$ cat config.mk
export PLATFORM = sky130hd
export DESIGN_NAME = serial_gate_unit_flat
export DESIGN_NICKNAME = d
export VERILOG_FILES = /design/src/rtl/serial_gate_unit_pkg.sv /design/src/rtl/serial_gate_unit_if.sv /design/src/rtl/serial_gate_unit_gate_slice.sv /design/src/rtl/serial_gate_unit.sv /design/src/flat_wrapper.sv
export SDC_FILE = /design/constraint.sdc
export NUM_CORES = 1
export LEC_CHECK = 0
export ABC_AREA = 1
export BUFFER_PORTS_ARGS = -buffer_cell sky130_fd_sc_hd__buf_2
export CAP_MARGIN = 15
export CORE_MARGIN = 5
export CORE_UTILIZATION = 45
export CTS_CLUSTER_SIZE = 12
export DETAILED_ROUTE_END_ITERATION = 10
export HOLD_SLACK_MARGIN = 0.15
export PLACE_DENSITY = 0.69
export SLEW_MARGIN = 15
export SYNTH_ARGS = -nofsm -noshare
export SYNTH_HDL_FRONTEND = slang
export SYNTH_HIERARCHICAL = 1
export SYNTH_SLANG_ARGS = --single-unit
export TNS_END_PERCENT = 5
$ cat constraint.sdc
create_clock -name clk -period 1.7 [get_ports clk]
set_clock_uncertainty 0.1 [all_clocks]
set_input_delay 0.085 -clock clk [delete_from_list [all_inputs] [get_ports clk]]
set_output_delay 0.085 -clock clk [all_outputs]
set_load 0.01 [all_outputs]
$ cat src/rtl/serial_gate_unit_pkg.sv
// Shared definitions for the bit-serial gate unit.
// Holds the gate opcode encodings, the FSM state encoding and a helper that
// classifies an opcode as legal or illegal.
package serial_gate_unit_pkg;

    // Gate opcodes; values above OP_LAST are illegal.
    localparam logic [2:0] OP_AND  = 3'd0;
    localparam logic [2:0] OP_OR   = 3'd1;
    localparam logic [2:0] OP_NOR  = 3'd2;
    localparam logic [2:0] OP_NAND = 3'd3;
    localparam logic [2:0] OP_XOR  = 3'd4;
    localparam logic [2:0] OP_XNOR = 3'd5;
    localparam logic [2:0] OP_LAST = 3'd5;

    // FSM state encoding.
    localparam logic [1:0] ST_IDLE  = 2'd0;
    localparam logic [1:0] ST_SHIFT = 2'd1;
    localparam logic [1:0] ST_DONE  = 2'd2;

    function automatic logic op_legal(input logic [2:0] op);
        return (op <= OP_LAST);
    endfunction

endpackage

$ cat src/rtl/serial_gate_unit_if.sv
// Handshake/bus bundle for serial_gate_unit.
// Signals:
//   in_valid/in_ready   operand handshake (producer -> unit)
//   op, a, b            opcode and WIDTH-bit operands
//   out_valid/out_ready result handshake (unit -> consumer)
//   result, zero, err   WIDTH-bit result and status flags
//   busy                unit is in SHIFT or DONE
// Modports: master = environment side, slave = unit side.
interface serial_gate_unit_if #(
    parameter int unsigned WIDTH = 8
) ();

    logic             in_valid;
    logic             in_ready;
    logic [2:0]       op;
    logic [WIDTH-1:0] a;
    logic [WIDTH-1:0] b;
    logic             out_valid;
    logic             out_ready;
    logic [WIDTH-1:0] result;
    logic             zero;
    logic             err;
    logic             busy;

    modport master (
        output in_valid, op, a, b, out_ready,
        input  in_ready, out_valid, result, zero, err, busy
    );

    modport slave (
        input  in_valid, op, a, b, out_ready,
        output in_ready, out_valid, result, zero, err, busy
    );

endinterface

$ cat src/rtl/serial_gate_unit_gate_slice.sv
// Combinational 1-bit gate slice.
// Evaluates all six two-input gate primitives on (a_i, b_i) and selects one
// by op_i. Illegal opcodes yield 0.
// Ports:
//   a_i, b_i  operand bits
//   op_i      gate select
//   y_o       selected gate output
module serial_gate_unit_gate_slice
    import serial_gate_unit_pkg::*;
(
    input  logic       a_i,
    input  logic       b_i,
    input  logic [2:0] op_i,
    output logic       y_o
);

    logic and_w;
    logic or_w;
    logic nor_w;
    logic nand_w;
    logic xor_w;
    logic xnor_w;

    // Built-in gate primitives only accept positional terminals (out, in, in).
    and  u_and  (and_w,  a_i, b_i);
    or   u_or   (or_w,   a_i, b_i);
    nor  u_nor  (nor_w,  a_i, b_i);
    nand u_nand (nand_w, a_i, b_i);
    xor  u_xor  (xor_w,  a_i, b_i);
    xnor u_xnor (xnor_w, a_i, b_i);

    always_comb begin
        y_o = 1'b0;
        case (op_i)
            OP_AND:  y_o = and_w;
            OP_OR:   y_o = or_w;
            OP_NOR:  y_o = nor_w;
            OP_NAND: y_o = nand_w;
            OP_XOR:  y_o = xor_w;
            OP_XNOR: y_o = xnor_w;
            default: y_o = 1'b0;
        endcase
    end

endmodule

$ cat src/rtl/serial_gate_unit.sv
// Bit-serial logic unit.
// Accepts two WIDTH-bit operands and a gate opcode, evaluates the gate one
// bit per cycle (LSB first) through a single 1-bit slice, and returns the
// WIDTH-bit result over an output handshake.
// Ports:
//   clk  clock, all state updates on the rising edge
//   rst  synchronous active-high reset
//   bus  slave side of serial_gate_unit_if (handshakes, operands, result, flags)
module serial_gate_unit
    import serial_gate_unit_pkg::*;
#(
    parameter int unsigned WIDTH = 8
) (
    input logic               clk,
    input logic               rst,
    serial_gate_unit_if.slave bus
);

    localparam int unsigned CntW = (WIDTH > 1) ? $clog2(WIDTH) : 1;
    localparam logic [CntW-1:0] CntLast = CntW'(WIDTH - 1);

    logic [1:0]       state_q, state_d;
    logic [WIDTH-1:0] a_sh_q, a_sh_d;
    logic [WIDTH-1:0] b_sh_q, b_sh_d;
    logic [WIDTH-1:0] res_q, res_d;
    logic [2:0]       op_q, op_d;
    logic [CntW-1:0]  cnt_q, cnt_d;
    logic             err_q, err_d;
    logic             slice_y;

    serial_gate_unit_gate_slice u_slice (
        .a_i  (a_sh_q[0]),
        .b_i  (b_sh_q[0]),
        .op_i (op_q),
        .y_o  (slice_y)
    );

    always_comb begin
        state_d = state_q;
        a_sh_d  = a_sh_q;
        b_sh_d  = b_sh_q;
        res_d   = res_q;
        op_d    = op_q;
        cnt_d   = cnt_q;
        err_d   = err_q;
        case (state_q)
            ST_IDLE: begin
                if (bus.in_valid) begin
                    a_sh_d = bus.a;
                    b_sh_d = bus.b;
                    op_d   = bus.op;
                    cnt_d  = '0;
                    res_d  = '0;
                    if (op_legal(bus.op)) begin
                        err_d   = 1'b0;
                        state_d = ST_SHIFT;
                    end else begin
                        // Illegal op skips the datapath; result stays cleared.
                        err_d   = 1'b1;
                        state_d = ST_DONE;
                    end
                end
            end
            ST_SHIFT: begin
                // Bits enter at the MSB so that after WIDTH shifts bit 0 of
                // the operands lands in bit 0 of the result.
                res_d  = {slice_y, res_q[WIDTH-1:1]};
                a_sh_d = a_sh_q >> 1;
                b_sh_d = b_sh_q >> 1;
                if (cnt_q == CntLast) begin
                    state_d = ST_DONE;
                end else begin
                    cnt_d = cnt_q + 1'b1;
                end
            end
            ST_DONE: begin
                if (bus.out_ready) begin
                    state_d = ST_IDLE;
                end
            end
            default: state_d = ST_IDLE;
        endcase
    end

    always_ff @(posedge clk) begin
        if (rst) begin
            state_q <= ST_IDLE;
            a_sh_q  <= '0;
            b_sh_q  <= '0;
            res_q   <= '0;
            op_q    <= '0;
            cnt_q   <= '0;
            err_q   <= 1'b0;
        end else begin
            state_q <= state_d;
            a_sh_q  <= a_sh_d;
            b_sh_q  <= b_sh_d;
            res_q   <= res_d;
            op_q    <= op_d;
            cnt_q   <= cnt_d;
            err_q   <= err_d;
        end
    end

    always_comb begin
        bus.in_ready  = (state_q == ST_IDLE);
        bus.out_valid = (state_q == ST_DONE);
        bus.busy      = (state_q != ST_IDLE);
        bus.result    = res_q;
        bus.err       = err_q;
        // Qualified by DONE so the flag reads 0 out of reset and while idle.
        bus.zero      = (state_q == ST_DONE) && !err_q && !(|res_q);
    end

endmodule

$ cat src/flat_wrapper.sv
// flat-port wrapper written by rule: the top's interface ports become plain ports
module serial_gate_unit_flat import serial_gate_unit_pkg::*;
#(
    parameter int unsigned WIDTH = 8
)
  (clk, rst, bus_in_valid, bus_op, bus_a, bus_b, bus_out_ready, bus_in_ready, bus_out_valid, bus_result, bus_zero, bus_err, bus_busy);
  serial_gate_unit_if #(.WIDTH(WIDTH)) bus_i ();
  input logic clk;
  input logic rst;
  input wire logic [$bits(bus_i.in_valid)-1:0] bus_in_valid;
  input wire logic [$bits(bus_i.op)-1:0] bus_op;
  input wire logic [$bits(bus_i.a)-1:0] bus_a;
  input wire logic [$bits(bus_i.b)-1:0] bus_b;
  input wire logic [$bits(bus_i.out_ready)-1:0] bus_out_ready;
  output wire logic [$bits(bus_i.in_ready)-1:0] bus_in_ready;
  output wire logic [$bits(bus_i.out_valid)-1:0] bus_out_valid;
  output wire logic [$bits(bus_i.result)-1:0] bus_result;
  output wire logic [$bits(bus_i.zero)-1:0] bus_zero;
  output wire logic [$bits(bus_i.err)-1:0] bus_err;
  output wire logic [$bits(bus_i.busy)-1:0] bus_busy;
  assign bus_i.in_valid = bus_in_valid;
  assign bus_i.op = bus_op;
  assign bus_i.a = bus_a;
  assign bus_i.b = bus_b;
  assign bus_i.out_ready = bus_out_ready;
  assign bus_in_ready = bus_i.in_ready;
  assign bus_out_valid = bus_i.out_valid;
  assign bus_result = bus_i.result;
  assign bus_zero = bus_i.zero;
  assign bus_err = bus_i.err;
  assign bus_busy = bus_i.busy;
  serial_gate_unit #(.WIDTH(WIDTH)) u_core (.clk(clk), .rst(rst), .bus(bus_i));
endmodule
* After elaboration in Yosys (flattened, before gate mapping) *
Cells that the tools add are included.
W data, S select, Z words.

operators by class
  add/sub/neg operators = 1
  $mul = 0
  divide/modulo/power cells = 0
  order comparisons = 1
  equality and inequality tests = 12
  shift operators = 0
  muxes and demuxes = 16
  bitwise logic cells = 6
  reductions and logical operators = 13

operators with widths
  cell                   number
  $pmux W8 S2            3
  $mux W8                3
  $eq A3 B3 Y1 const B   3
  $mux W2                4
  $reduce_or A8 Y1       1
  $eq A3 B2 Y1 const B   2
  $mux W3                2
  $ne A2 B2 Y1 const B   3
  $pmux W1 S6            1
  $pmux W2 S3            1
  $pmux W3 S2            1
  $reduce_and A3 Y1      2
  $reduce_and A2 Y1      2
  $reduce_bool A2 Y1     2
  $add A3 B1 Y3 const B  1
  $eq A3 B1 Y1 const B   1
  $le A3 B3 Y1 const B   1
  $logic_not A3 Y1       1
  $eq A2 B1 Y1 const B   1
  $eq A2 B2 Y1 const B   1
  $logic_and A1 B1 Y1    2
  $logic_not A1 Y1       2
  $logic_not A2 Y1       1
  $ne A2 B1 Y1 const B   1
  6 further kinds        7

storage, ports and cells
  register bits = 33
  bits in latches = 0
  memory bits (writable) = 0
  bits in read-only memories = 0
  bits of input ports = 23
  output and inout bits = 13
  word-level logic and storage cells = 56
  memories = 0

* Longest topological paths before layout *
  depth in word-level cells = 4
  gate-level depth with buffers = 10
  depth with buffers taken out = 10

* Modules after synthesis *
Netlist, hierarchy kept.

modules (own cells, without submodules)
  module                       times used  cells an instance  area an instance (µm²)  sequential area each (µm²)
  serial_gate_unit             1           219                1488.9                  660.6
  serial_gate_unit_gate_slice  1           26                 125.1                   0.0

* Worst setup path after synthesis *
No wires, ideal clock.

  path type = reg2out
  start = register u_core.state_q[1]
  end = output port bus_zero
  arrival = 1.084 ns
  required time = 1.515 ns
  path slack = 0.431 ns
  stages on the path, launching flop included = 5
  path buffers = 0
  path through = dfxtp_1 -> inv_2 -> nor2_1 -> nand4_1 -> nor2_1

on the way
  word-level cells in the longest chain between the ends = 3

RTL lines
  element                           line                     text
  from (decl)                       serial_gate_unit.sv:22   logic [1:0] state_q, state_d;
  from (signal assigned)            serial_gate_unit.sv:95   state_q <= state_d;
  $eq A2 B2 Y1                      n/a
  via bus_out_valid                 flat_wrapper.sv:16       output wire logic [$bits(bus_i.out_valid)-1:0] bus_out_valid;
  $logic_and A1 B1 Y1 (2 in a row)  serial_gate_unit.sv:112  bus.zero = (state_q == ST_DONE) && !err_q && !(|res_q);
  to (decl)                         flat_wrapper.sv:18       output wire logic [$bits(bus_i.zero)-1:0] bus_zero;

The timed path passes the listed nets, and every way through them passes these cells.

* Final worst setup path *
  start = register u_core.state_q[0]
  end = register u_core.a_sh_q[6]

on the way
  word-level cells in the longest chain between the ends = 3
  elaborated cells on any way between the ends = 6
  those cells by class = 2 x eq/ne; 1 x mux; 3 x reduce/logical

RTL lines
  element                                                       line                    text
  $eq A2 B1 Y1 or $logic_not A2 Y1 (tied branches)              serial_gate_unit.sv:46  case (state_q)
  $reduce_bool A2 Y1 (no line) or $ne A2 B2 Y1 (tied branches)  n/a
  $reduce_and A2 Y1 (no line)                                   n/a
  to (signal assigned)                                          serial_gate_unit.sv:96  a_sh_q <= a_sh_d;
  to (decl)                                                     serial_gate_unit.sv:23  logic [WIDTH-1:0] a_sh_q, a_sh_d;

Several ways; a longest one is shown, not always the timed one.
A chain may end at the register's enable or synchronous reset.

==> impl_metrics.py <==
metrics = {
    "worst_setup_path": {
        "cpPeakStageDelay_ns": 0.46,
        "critical_path_class": "flop to flop",
        "worst-r2r-setup-slack_ns": 0.21,
        "critPathLaunchType": "flop",
        "cp_cell_sequence": "inv_2, nor2_4, buf_4, nand2_1, nand2_1, nor2_1, nor2_1",
        "required_ns": 1.86,
        "crit_path_end_kind": "flop",
        "critPathSlowestCell": "dfxtp_1",
        "critPathArrivalTime_ns": 1.66,
        "reg2reg_depth": 7,
        "r2r_start": "u_core/state_q[0]$_SDFFE_PP0P_",
        "r2r-end": "u_core/a_sh_q[6]$_SDFFE_PP0P_",
        "crit_path_max_fanout": 12,
    },
    "yosys": {
        "synth_fa_ha_area_share_pct": 3.10,
        "yosysTopAreaCellShare_pct": 40.9,
        "ys_top_cells_by_area": "dfxtp_1 41%, nand2_1 19%, nor2_1 11%",
        "synthXorXnorAreaFrac_pct": 0,
        "synth-seq-cells": 33,
        "synth_edf_count": 0,
        "syn_avg_cell_area_um2": 6.59,
        "synth-warning-count": 6,
        "synth_cells": 245,
        "synth_area_leader_cell": "dfxtp_1",
        "synth.distinct_cells": 20,
        "synth-simple-area-share_pct": 37.2,
        "syn_area_mm2": 0.00161,
        "yosysMostFrequentCell": "nand2_1",
        "synthMuxAreaShare_pct": 0,
        "syn_nets": 272,
        "synthArstFlopShare_pct": 0,
        "seq_area_frac_synth_pct": 40.9,
        "synth_top_family_by_area": "simple AND/OR/NAND/NOR gates",
        "synth_common_cells": "82 x nand2_1, 48 x nor2_1, 33 x dfxtp_1, 18 x o21ai_0, 13 x inv_1",
        "synth_compound_area_share_pct": 10.6,
        "ys.flop_type": "dfxtp_1",
    },
    "sta": {
        "worst_pin_slew_ns": 0.539,
        "period_share_pct": 87.9,
        "finalHoldViolCount": 0,
        "tns_ns": 0,
        "max_freq_mhz": 669,
        "slew_headroom_pct": 64.0,
        "report.final.slew_viol_count": 0,
        "post-route-min-period_ns": 1.49,
        "rsz0062_at_grt": "false",
        "setup_ws_ns": 0.206,
        "setup_viol": 0,
    },
    "clocking": {
        "clock_path_buffers": 2,
        "cts_root_buffer": "clkbuf_4",
        "cts_htree_levels": 2,
        "cts_tree": "yes",
        "clkLatencyLatePin_ns": 0.32,
        "cts_buffers": 5,
        "clk_pin_slew_ns": 0.10,
        "postCtsSetupRepairBufs": 0,
        "clkSinkCount": 33,
    },
    "final_layout": {
        "num-nets-final": 330,
        "layout-drive-gt1-share_pct": 20.4,
        "area_delta_synth_final_pct": 30.3,
        "n_antenna_cell": 0,
    },
    "global_routing": {
        "antenna_found_initial": 0,
        "grt_pass1_vias": 1456,
        "grt.overflow.total": 0,
        "grt_usage_pct": 16.8,
        "grt_max_degree": 25,
        "grt_pass1_wl_um": 6730,
    },
    "die": {
        "ios": 36,
        "core_mm2": 0.00342,
        "die-area_mm2": 0.00488,
        "floorplan.rows": 21,
        "die_h_um": 69.9,
        "die_x_um": 69.9,
        "initial_utilization_pct": 47.3,
    },
    "routing": {
        "post_drt_wl_per_cell_um": 11.3,
        "vias": 1631,
        "wl_um": 3960,
        "ant_nets": 0,
        "firstDrtPassIters": 4,
        "highest_layer": "met4",
        "wl_met1_um": 1830,
        "met2_length_um": 1910,
        "drt-initial-drc-count": 108,
        "via_per_inst": 4.66,
        "route.met3.wl_um": 165,
        "drc": 0,
    },
    "placement": {
        "portBuffers": 35,
        "gp_congestion": 0.790,
        "pre_cts_slack_ns": 0.244,
        "post-dp-hpwl_um": 2500,
    },
    "pwr": {
        "p_leak_nw": 1.05,
        "power_per_cell_area_mw_per_mm2": 951,
        "peakVddDrop_mv": 0.433,
    },
    "worst_hold_path": {
        "worstHoldEndpoint": "u_core/a_sh_q[7]$_SDFFE_PP0P_",
        "min_path_type": "flop to flop",
        "hp-start": "u_core/a_sh_q[7]$_SDFFE_PP0P_",
        "hold_depth": 2,
    },
    "job": {
        "max_cap_violations": 0,
    },
    "outcome": {
        "status": "complete, no violations",
    },
}
==> cell type report <==
type	count	area [um2]
fillers	339	1310
repair buffers	60	418
inverters	19	71.3
well taps	46	57.6
multi-input cells	184	822
clock inverters	1	5.00
flip-flops and latches	33	664
clock buffers	7	65.1
==> worst max-delay path by stage <==
stage / from / end / slack (ns) / cells past startpoint
after floorplan: u_core/state_q[1]$_SDFFE_PP0P_ / bus_zero / 0.43 / 4
after detailed placement: u_core/state_q[0]$_SDFFE_PP0P_ / u_core/a_sh_q[5]$_SDFFE_PP0P_ / 0.24 / 7
final: u_core/state_q[0]$_SDFFE_PP0P_ / u_core/a_sh_q[6]$_SDFFE_PP0P_ / 0.21 / 7
after CTS: u_core/state_q[1]$_SDFFE_PP0P_ / bus_zero / 0.04 / 5
after global routing: u_core/state_q[1]$_SDFFE_PP0P_ / bus_zero / 0.05 / 5
after global placement: u_core/state_q[0]$_SDFFE_PP0P_ / u_core/cnt_q[1]$_SDFFE_PP0P_ / 0.28 / 7
==> power by group <==
group	switching (W)	internal [W]
logic	0.000342	0.000224
clock network	0.000258	0.000240
registers	0.0000695	0.000868
==> routing by layer <==
layer / up-vias / track usage (%)
li1: 869 / -
met1: 718 / 21.3
met2: 40 / 28.0
met3: 4 / 3.87
met4: 0 / 5.96
met5: - / 0
==> placed cells by master (no fill, tap or decap) <==
cell,n
nand2_1,82
nor2_1,48
buf_2,35
dfxtp_1,32
dlygate4sd3_1,22
o21ai_0,18
inv_1,13
a21oi_1,12
nand3_1,8
inv_2,6
clkbuf_4,5
ha_1,4
nor2_2,3
nand2_2,3
buf_4,3
clkbuf_8,2
clkinv_2,1
nand4_1,1
or3_1,1
a21oi_4,1
nor2_4,1
nand2_4,1
o21ai_1,1
dfxtp_4,1
==> timing repair <==
action	in CTS	in global routing
setup endpoints to repair	0	1
resized for setup	0	2
endpoints found under the hold margin	33	0
hold buffers	22	0
==> sequential cells by signal (all words and copies together) (netlist names) <==
signal,cells
u_core/a_sh_q,8
u_core/state_q,2
u_core/bus.result,8
u_core/bus.err,1
u_core/cnt_q,3
u_core/b_sh_q,8
u_core/op_q,3
==> logic make-up after synthesis <==
kind of cell / count (synthesis)
AOI/OAI and AO/OA: 32
adders and majority gates: 4
buffers and inverters: 28
DFF: 33
and+or+nand+nor: 148
==> per-stage QoR <==
step | total power, W | std cells | instance area (um2) | hold slack [ns] | util [%]
2_1_floorplan | 0.00134 | 245 | 1610 | 0.0541 | -
3_3_place_gp | 0.00147 | 320 | 1810 | 0.243 | 53.0
3_5_place_dp | 0.00147 | 320 | 1810 | 0.248 | 53.0
4_1_cts | 0.00202 | 350 | 2100 | 0.379 | 61.5
5_1_grt | 0.00216 | 350 | 2100 | 0.401 | 61.6
6_report | 0.00200 | 350 | 2100 | 0.379 | 61.6
==> worst max-delay path: cells and delay by family (launching register included) <==
kind	cells	cell delay, ns
flip-flops	1	0.46
AND/OR/NAND/NOR	5	0.55
buffers and inverters	2	0.33
(Power assumes the default switching activity.)
